==> src/rtl/btn_debounce.sv <==
// Purpose: two-flop synchroniser plus per-channel counter debounce for push buttons, with press/release strobes.
// Latency: a new stable input level is accepted on the (DEB_CYCLES+2)th rising edge that samples it.
// Backpressure: none; strobes last one cycle and are never held or queued.
module btn_debounce #(
  parameter int NB_SW      = 4,
  parameter int NB_DEB     = 16,
  parameter int DEB_CYCLES = 10000
) (
  input  logic             clock,
  input  logic             i_reset,
  input  logic [NB_SW-1:0] i_btn,
  output logic [NB_SW-1:0] o_btn_level,
  output logic [NB_SW-1:0] o_btn_pulse,
  output logic [NB_SW-1:0] o_btn_release
);

  // Terminal count: a mismatch seen while the counter already holds this value is accepted.
  localparam logic [NB_DEB-1:0] CNT_LAST = NB_DEB'(DEB_CYCLES - 1);
  localparam logic [NB_DEB-1:0] CNT_ONE  = NB_DEB'(1);

  logic [NB_SW-1:0]             sync1_q, sync1_d;
  logic [NB_SW-1:0]             sync2_q, sync2_d;
  logic [NB_SW-1:0]             level_q, level_d;
  logic [NB_SW-1:0]             pulse_q, pulse_d;
  logic [NB_SW-1:0]             release_q, release_d;
  logic [NB_SW-1:0][NB_DEB-1:0] cnt_q, cnt_d;

  // Next-state: shift the synchroniser and run each channel's debounce counter independently.
  always_comb begin
    sync1_d   = i_btn;
    sync2_d   = sync1_q;
    level_d   = level_q;
    cnt_d     = cnt_q;
    pulse_d   = '0;
    release_d = '0;
    for (int k = 0; k < NB_SW; k++) begin
      if (sync2_q[k] == level_q[k]) begin
        // Agreement (or a glitch that returned before acceptance) restarts the count.
        cnt_d[k] = '0;
      end else if (cnt_q[k] >= CNT_LAST) begin
        // Accept the new level; the strobe is registered on the same edge as the level.
        level_d[k]   = sync2_q[k];
        cnt_d[k]     = '0;
        pulse_d[k]   = sync2_q[k];
        release_d[k] = ~sync2_q[k];
      end else begin
        cnt_d[k] = cnt_q[k] + CNT_ONE;
      end
    end
  end

  // State registers; reset clears everything so a held button is re-debounced afterwards.
  always_ff @(posedge clock or posedge i_reset) begin
    if (i_reset) begin
      sync1_q   <= '0;
      sync2_q   <= '0;
      level_q   <= '0;
      cnt_q     <= '0;
      pulse_q   <= '0;
      release_q <= '0;
    end else begin
      sync1_q   <= sync1_d;
      sync2_q   <= sync2_d;
      level_q   <= level_d;
      cnt_q     <= cnt_d;
      pulse_q   <= pulse_d;
      release_q <= release_d;
    end
  end

  assign o_btn_level   = level_q;
  assign o_btn_pulse   = pulse_q;
  assign o_btn_release = release_q;

endmodule

==> config.mk <==
export PLATFORM = sky130hd
export DESIGN_NAME = btn_debounce
export DESIGN_NICKNAME = d
export VERILOG_FILES = /design/src/rtl/btn_debounce.sv
export SDC_FILE = /design/constraint.sdc
export NUM_CORES = 1
export LEC_CHECK = 0
export ABC_AREA = 1
export CAP_MARGIN = 20
export CORE_MARGIN = 2
export CORE_UTILIZATION = 35
export DETAILED_ROUTE_END_ITERATION = 12
export GPL_TIMING_DRIVEN = 0
export PLACE_DENSITY = 0.62
export SLEW_MARGIN = 15
export SYNTH_ARGS = -nofsm -noshare
export SYNTH_HDL_FRONTEND = slang
export SYNTH_SLANG_ARGS = --single-unit
==> constraint.sdc <==
create_clock -name clock -period 4.6 [get_ports clock]
set_clock_uncertainty 0.2 [all_clocks]
set_input_delay 0.46 -clock clock [delete_from_list [all_inputs] [get_ports clock]]
set_output_delay 0.46 -clock clock [all_outputs]
set_load 0.005 [all_outputs]
==> results of run 1 <==
[placed cells by master, fill, tap and decap left out, types with 4 or more instances in the layout]
| cell type | n |
|---|---|
| sky130_fd_sc_hd__conb_1 | 8 |
| sky130_fd_sc_hd__clkdlybuf4s50_1 | 17 |
| sky130_fd_sc_hd__xnor2_1 | 10 |
| sky130_fd_sc_hd__o21ai_0 | 6 |
| sky130_fd_sc_hd__dfrtp_1 | 84 |
| sky130_fd_sc_hd__nand2_1 | 104 |
| sky130_fd_sc_hd__nand4_1 | 11 |
| sky130_fd_sc_hd__nor3_1 | 11 |
| sky130_fd_sc_hd__nand3_1 | 31 |
| sky130_fd_sc_hd__ha_1 | 4 |
| sky130_fd_sc_hd__inv_1 | 48 |
| sky130_fd_sc_hd__nor2_1 | 103 |
| sky130_fd_sc_hd__clkbuf_8 | 13 |
| sky130_fd_sc_hd__xor2_1 | 18 |
[layout make-up]
cell class              count  area [um^2]
fillers                  1084         6334
flip-flops and latches     84         2102
multi-input cells         333         1630
repair buffers             18        197.7
inverters                  49        186.4
clock buffers              13        178.9
well taps                 140        175.2
clock inverters             3        42.54
plain buffers               4        41.29
[per-layer routing]
metal | global-route usage | share of wire | up-vias
met1 | 0.1595 | 0.49 | 1289
met2 | 0.1989 | 0.46 | 37
met4 | 0.04430 | 0.0079 | 0
li1 | - | - | 1513
met3 | 0.04644 | 0.042 | 4
met5 | 0 | 0 | -
[logic make-up after synthesis]
logic type | after synthesis | share of synthesized area
XOR/XNOR | 28 | 0.06238
AND/OR/NAND/NOR | 276 | 0.3055
flip-flops | 84 | 0.5347
buffers and inverters | 53 | 0.05729
other | 1 | 0.0009539
AO/OA/AOI/OAI | 17 | 0.02642
adder cells (fa/ha/maj) | 4 | 0.01273
[how the worst min path moves through the flow]
stage	cells after the start	slack [ns]	endpoint	startpoint
2_1_floorplan	0	0.13	sync2_q[0]$_DFF_PP0_	sync1_q[0]$_DFF_PP0_
3_3_place_gp	0	0.13	sync2_q[2]$_DFF_PP0_	sync1_q[2]$_DFF_PP0_
3_5_place_dp	0	0.14	sync2_q[2]$_DFF_PP0_	sync1_q[2]$_DFF_PP0_
4_1_cts	0	0.16	sync2_q[2]$_DFF_PP0_	sync1_q[2]$_DFF_PP0_
5_1_grt	0	0.16	sync2_q[2]$_DFF_PP0_	sync1_q[2]$_DFF_PP0_
6_report	0	0.15	sync2_q[2]$_DFF_PP0_	sync1_q[2]$_DFF_PP0_
[per-stage QoR]
step,util,setup WS (ns)
after global routing,0.4183,2.593
after CTS,0.4183,2.613
after floorplan,-,1.775
after global placement,0.3952,0.4793
final,0.4183,2.659
after detailed placement,0.3980,2.777
[report_power, final]
part	internal (mW)	switching, mW	total, mW
Sequential	0.755	0.00958	0.765
Clock	0.309	0.257	0.566
Combinational	0.0352	0.0432	0.0784
[registers in the layout, summed over array words and instances, names as in the netlist]
register	cells
cnt_q	64
o_btn_level	4
o_btn_pulse	4
o_btn_release	4
sync1_q	4
sync2_q	4
==> results.rst, run 1 <==
.. list-table::
   :header-rows: 1

   * - Metric
     - Value
   * - Final count of hold timing violations
     - 0
   * - Die footprint
     - 12100 um^2
   * - Number of buffers between clock root and the deepest sink
     - 2
   * - Gr usage total
     - 0.1261
   * - Number of standard-cell rows in the floorplan
     - 38
   * - Most used flip-flop cell after synthesis
     - sky130_fd_sc_hd__dfrtp_1
   * - Fraction of final layout cells sized beyond drive strength 1
     - 0.07738
   * - CP top delay family
     - buffers and inverters
   * - Post-CTS sizing
     - 0
   * - Number of standard cells in the layout, taps in and fillers out
     - 644
   * - Wire length per cell
     - 10.17 um
   * - Reg-to-reg startpoint
     - cnt_q[16]$_DFF_PP0_
   * - Overall power after layout
     - 1.409 mW
   * - Final WL
     - 6.551 mm
   * - Unrepaired setup endpoints after global routing
     - no
   * - Critical Path Sink Type
     - primary output
   * - Cell area after technology mapping
     - 3931 um^2
   * - P&R area growth vs syn
     - 15.85%
   * - Inserted Clock Buffers
     - 9
   * - Final setup violation count
     - 0
   * - Data arrival time of the critical path
     - 1.28 ns
   * - Main area contributors after synthesis
     - sky130_fd_sc_hd__dfrtp_1, sky130_fd_sc_hd__nand2_1, sky130_fd_sc_hd__nor2_1
   * - Path category of the worst min-delay check
     - flop to flop
   * - Root buffer selected by CTS
     - sky130_fd_sc_hd__clkbuf_8
   * - Dominant cell by count in the synthesized netlist
     - sky130_fd_sc_hd__nand2_1
   * - CTS Hold Bufs
     - 0
   * - Top cells by instance count after synthesis
     - sky130_fd_sc_hd__nand2_1, sky130_fd_sc_hd__nor2_1, sky130_fd_sc_hd__dfrtp_1, sky130_fd_sc_hd__inv_1, sky130_fd_sc_hd__nand3_1
   * - Vias per inst
     - 4.415
   * - Via count of the routed design
     - 2843
   * - Effective utilization at floorplan
     - 0.3611
   * - Post-route standard cell area excluding fillers
     - 4554 um^2
   * - Register area share after synthesis
     - 0.5347
   * - Fin crit share
     - 0.4219
   * - Slowest stage cell, crit path
     - sky130_fd_sc_hd__clkdlybuf4s50_1
   * - DRC Markers
     - 0
   * - FFs w/ async S/R, synth
     - 1.000
   * - Portion of synthesized cell area occupied by the leading cell type
     - 0.5347
   * - Time the final worst path needs with I/O delays and setup
     - 1.941 ns
   * - Kind of start point of the critical path
     - flop
   * - Worst Hold Margin
     - 0.1528 ns
   * - FF-to-FF path depth
     - 7
   * - Area of the core region
     - 10890 um^2
   * - Leakage power summed over all cells
     - 1.988 nW
   * - Endpoint of the worst-slack reg-to-reg timing path
     - cnt_q[29]$_DFF_PP0_
   * - Pins over their slew limit
     - 0
   * - Starting DRT DRC Count
     - 98
   * - Detailed-router iteration count before antenna repair
     - 4
   * - Mean instance size in the synthesized netlist
     - 8.491 um^2
   * - Number of H-tree levels
     - 3
   * - Max cap viols
     - 0
   * - Critical path launch point
     - o_btn_level[1]$_DFFE_PP0P_
   * - Yosys Warn Count
     - 0
   * - CP Max Fanout
     - 3
   * - Number of instances in the synthesized netlist
     - 463
   * - Buffers plus inverters on the worst setup path
     - 1
   * - Total inserted antenna cells
     - 0
   * - Register bit count reported by yosys
     - 84
   * - Delay of the slowest cell on the worst path
     - 0.53 ns
   * - Vert. Die Dim
     - 110.0 um
   * - Layout Nets
     - 509
   * - Highest ir drop seen on vdd
     - 132.3 uV
   * - GPL Wtd Cong
     - 0.8011
   * - Dpl cell area
     - 4333 um^2
   * - Maximum number of pins on one net before global-route repair
     - 63
   * - Clock sinks
     - 84
   * - Power per cell area
     - 309.4 nW/um^2
   * - TritonCTS clock tree
     - done
   * - Number of enable-type register cells in the synthesized netlist
     - 0
   * - Top-Level Pins
     - 18
   * - Clock transition at the register clock pins on the worst setup and hold paths after CTS
     - 0.08 ns
   * - Maximum clock frequency
     - 515.3 MHz
   * - Worst skew pair latency
     - 0.35 ns
   * - Die Wd
     - 110.0 um
   * - Area leader, netlist
     - sky130_fd_sc_hd__dfrtp_1
   * - Number of placed cells counting well taps
     - 628
   * - Number of nets still failing antenna checks after routing
     - 0
   * - Vias in the first global route
     - 2815
   * - Critical Path Sink
     - o_btn_level[1]
   * - Antenna violations before repair
     - 0
   * - Fin Setup TNS
     - 0 ns
   * - Internal reg-to-reg setup slack
     - 2.77 ns
   * - Total global routing overflow
     - 0
   * - Synth unique cells
     - 27
   * - Number of buffers added for setup after CTS
     - 0
   * - Type of the worst setup path
     - flop to primary output
   * - Wire length of the first global-routing pass
     - 12.04 mm
   * - Count of input and output buffers
     - 17
   * - Post-DP HPWL
     - 4.684 mm
   * - Run status
     - completed
   * - WP data required
     - 3.94 ns
   * - Total stage count of the critical path
     - 1
   * - Ordered list of cells on the worst path
     - clkdlybuf4s50_1
No activity file was read; power rests on OpenSTA's default activity.
==> inputs of run 2 (changes only) <==
--- a/config.mk
+++ b/config.mk
@@ -11,7 +11,7 @@
 export CORE_UTILIZATION = 35
 export DETAILED_ROUTE_END_ITERATION = 12
 export GPL_TIMING_DRIVEN = 0
-export PLACE_DENSITY = 0.62
+export PLACE_DENSITY = 0.64
 export SLEW_MARGIN = 15
 export SYNTH_ARGS = -nofsm -noshare
 export SYNTH_HDL_FRONTEND = slang
==> constraint.sdc (replaced) <==
create_clock -name clock -period 1.6 [get_ports clock]
set_clock_uncertainty 0.2 [all_clocks]
set_input_delay 0.16 -clock clock [delete_from_list [all_inputs] [get_ports clock]]
set_output_delay 0.16 -clock clock [all_outputs]
set_load 0.005 [all_outputs]
==> run 2 against run 1 <==
Effect of this change: die area did not move; worst hold slack got worse by 0.11 ns; global-route usage rose by 0.42 points; register-to-register slack got worse by 2.7 ns; critical path depth rose by 6; routed wire length rose by 13%; flip-flop and latch count did not move; critical endpoint is now cnt_q[29]$_DFF_PP0_; largest cell class unchanged; highest routed layer unchanged.
==> results.rst, run 2 (same netlist as run 1, synthesis figures left out) <==
.. list-table::
   :header-rows: 1

   * - Metric
     - Value
   * - Highest ir drop seen on vdd
     - 523.3 uV (+300%)
   * - Die footprint
     - 12100 um^2 (unchanged)
   * - Layout Nets
     - 530 (+4.1%)
   * - Worst Hold Margin
     - 0.04006 ns (-0.1128 ns)
   * - Clock transition at the register clock pins on the worst setup and hold paths after CTS
     - 0.08 ns (about the same)
   * - TritonCTS clock tree
     - done
   * - Final count of hold timing violations
     - 0 (unchanged)
   * - Number of placed cells counting well taps
     - 629 (+0.16%)
   * - Met1 capacity usage during global routing
     - 0.1543 (-0.005142)
   * - Wire length per cell
     - 11.15 um (+9.6%)
   * - Vias in the first global route
     - 2983 (+6.0%)
   * - Detailed-router iteration count before antenna repair
     - 4 (unchanged)
   * - Inserted Clock Buffers
     - 9 (unchanged)
   * - Leakage power summed over all cells
     - 2.226 nW (+12%)
   * - Clock sinks
     - 84 (unchanged)
   * - Path category of the worst min-delay check
     - input pin to flop
   * - Multi-input gate area
     - 1892 um^2 (+16%)
   * - Run status
     - completed
   * - Met3 layer usage reported by global route
     - 0.04703 (+0.0005879)
   * - Max-Slew Margin vs Limit
     - 0.5096
   * - Utilization of the core after routing
     - 0.4610 (+0.04275)
   * - Antenna violations before repair
     - 0 (unchanged)
   * - Final-layout fill cell count
     - 1016 (-6.3%)
   * - Final WL
     - 7.423 mm (+13%)
   * - Count of input and output buffers
     - 17 (unchanged)
   * - Top-Level Pins
     - 18 (unchanged)
   * - Via count of the routed design
     - 3055 (+7.5%)
   * - Die Wd
     - 110.0 um (unchanged)
   * - Startpoint of the most critical hold path
     - i_btn[2]
   * - Number of standard-cell rows in the floorplan
     - 38 (unchanged)
   * - Fin crit share
     - 0.9764
   * - WP data required
     - 1.69 ns (-2.25 ns)
   * - Kind of start point of the critical path
     - flop
   * - Most used cells in the layout excluding fill and tap cells
     - sky130_fd_sc_hd__nand2_1, sky130_fd_sc_hd__nor2_1, sky130_fd_sc_hd__dfrtp_1, sky130_fd_sc_hd__inv_1, sky130_fd_sc_hd__nand3_1
   * - Starting DRT DRC Count
     - 103 (+5.1%)
   * - Maximum number of pins on one net before global-route repair
     - 38 (-40%)
   * - Reg-to-reg startpoint
     - cnt_q[17]$_DFF_PP0_
   * - Time the final worst path needs with I/O delays and setup
     - 1.562 ns
   * - Dpl cell area
     - 4347 um^2 (+0.32%)
   * - Max cap viols
     - 0 (unchanged)
   * - Most frequent standard cell in the layout excluding fill and tap cells
     - sky130_fd_sc_hd__nand2_1
   * - Data arrival time of the critical path
     - 1.65 ns (+0.37 ns)
   * - Number of standard cells in the layout, taps in and fillers out
     - 666 (+3.4%)
   * - Fraction of final layout cells sized beyond drive strength 1
     - 0.1848 (+0.1074)
   * - Maximum clock frequency
     - 640.1 MHz
   * - Number of nets still failing antenna checks after routing
     - 0 (unchanged)
   * - Reg with most FFs
     - cnt_q
   * - Largest register FFs
     - 64 (unchanged)
   * - P&R area growth vs syn
     - 27.69%
   * - Root buffer selected by CTS
     - sky130_fd_sc_hd__clkbuf_8
   * - Area of the core region
     - 10890 um^2 (unchanged)
   * - Global route hottest layer
     - met2
   * - Post-route standard cell area excluding fillers
     - 5020 um^2 (+10%)
   * - Type of the worst setup path
     - flop to flop
   * - Power per cell area
     - 782.5 nW/um^2 (+150%)
   * - Internal reg-to-reg setup slack
     - 0.04 ns (-2.73 ns)
   * - Overall power after layout
     - 3.928 mW (+180%)
   * - Gr usage total
     - 0.1303 (+0.004240)
   * - Vias per inst
     - 4.587 (+3.9%)
   * - Worst skew pair latency
     - 0.36 ns (about the same)
   * - Post-DP HPWL
     - 4.839 mm (+3.3%)
   * - CP Max Fanout
     - 5 (+2)
   * - Effective utilization at floorplan
     - 0.3611 (unchanged)
   * - Final setup violation count
     - 0 (unchanged)
   * - Wire length of the first global-routing pass
     - 12.36 mm (+2.6%)
   * - Unrepaired setup endpoints after global routing
     - yes
   * - Number of H-tree levels
     - 3 (unchanged)
   * - Critical path launch point
     - cnt_q[17]$_DFF_PP0_
   * - Number of buffers between clock root and the deepest sink
     - 2 (unchanged)
   * - M2 GR Usage
     - 0.2130 (+0.01402)
   * - GPL Wtd Cong
     - 0.7963 (-0.60%)
   * - Vert. Die Dim
     - 110.0 um (unchanged)
   * - DRC Markers
     - 0 (unchanged)
   * - Pins over their slew limit
     - 0 (unchanged)
   * - Sequential cell area in the final layout
     - 2105 um^2 (+0.12%)
   * - Critical Path Sink Type
     - flop
   * - Total global routing overflow
     - 0 (unchanged)
   * - Worst Max-Slew Pin Slew
     - 0.7357 ns
==> run 2: cell count changes in the layout (fill, tap and decap cells not counted), moves of 3 or more <==
| cell | before | now |
|---|---|---|
| sky130_fd_sc_hd__nor2_2 | 3 | 12 |
| sky130_fd_sc_hd__nand3_1 | 31 | 21 |
| sky130_fd_sc_hd__buf_4 | 1 | 15 |
| sky130_fd_sc_hd__nor2_1 | 103 | 90 |
| sky130_fd_sc_hd__clkdlybuf4s50_1 | 17 | 10 |
| sky130_fd_sc_hd__ha_1 | 4 | 0 |
| sky130_fd_sc_hd__nand3_2 | 3 | 6 |
| sky130_fd_sc_hd__nand3_4 | 0 | 7 |
| sky130_fd_sc_hd__nand3b_2 | 3 | 0 |
| sky130_fd_sc_hd__nor2_4 | 3 | 7 |
| sky130_fd_sc_hd__dlymetal6s2s_1 | 0 | 7 |
| sky130_fd_sc_hd__a21oi_1 | 3 | 0 |
| sky130_fd_sc_hd__nand3b_4 | 0 | 3 |
==> run 2: final timing paths <==
kind / depth (start not counted) / to
min in group asynchronous: 3 / cnt_q[7]$_DFF_PP0_
max in group asynchronous: 5 / cnt_q[48]$_DFF_PP0_
max reg2reg: 7 / cnt_q[29]$_DFF_PP0_
min: 1 / sync1_q[2]$_DFF_PP0_
min reg2reg: 0 / sync2_q[1]$_DFF_PP0_
max: 7 / cnt_q[29]$_DFF_PP0_
==> run 2: repair_timing <==
action                                 in CTS  in global routing
setup buffers                               7                  8
gates cloned                                0                  3
setup endpoints to repair                  61                 75
hold buffers                                2                  0
pin swaps                                   0                  5
resized for setup                          13                 56
endpoints found under the hold margin      16                  0
==> run 2: worst max-delay path: stages, from the launching register on <==
cell	delay, ns
sky130_fd_sc_hd__dfrtp_1	0.43
sky130_fd_sc_hd__ha_4	0.19
sky130_fd_sc_hd__nand3_4	0.10
sky130_fd_sc_hd__nand3_4	0.07
sky130_fd_sc_hd__nand3_4	0.09
sky130_fd_sc_hd__nand3b_4	0.14
sky130_fd_sc_hd__buf_8	0.16
sky130_fd_sc_hd__nor2_2	0.10
==> run 2: layer usage <==
layer,vias to the layer above,routed length [um]
li1,1555,-
met1,1442,3409
met2,47,3536
met3,11,391
met4,0,87
met5,-,0
==> run 2: stage by stage <==
step | TNS [ns] | setup WS, ns
finish | 0 | 0.03779
floorplan | 0 | 0.03048
detailed placement | -5.564 | -0.1742
global route | -0.1870 | -0.02792
global placement | -58.16 | -0.6411
CTS | 0 | 0.0007647
==> run 2: final cells by class <==
| type | count | area share |
|---|---|---|
| multi-input combinational | 333 | 0.3769 |
| timing repair buffer | 39 | 0.08325 |
| tap | 140 | 0.03490 |
| clock inverter | 3 | 0.003739 |
| sequential | 84 | 0.4192 |
| buffer | 4 | 0.01047 |
| clock buffer | 13 | 0.03365 |
| inverter | 49 | 0.03739 |
| antenna | 1 | 0.0004985 |
==> run 2: power breakdown <==
group / internal (mW) / total [mW] / leakage [nW] / switching, mW
Clock: 0.693 / 1.43 / 0.0998 / 0.735
Sequential: 2.17 / 2.19 / 1.12 / 0.0236
Combinational: 0.150 / 0.306 / 1.01 / 0.156
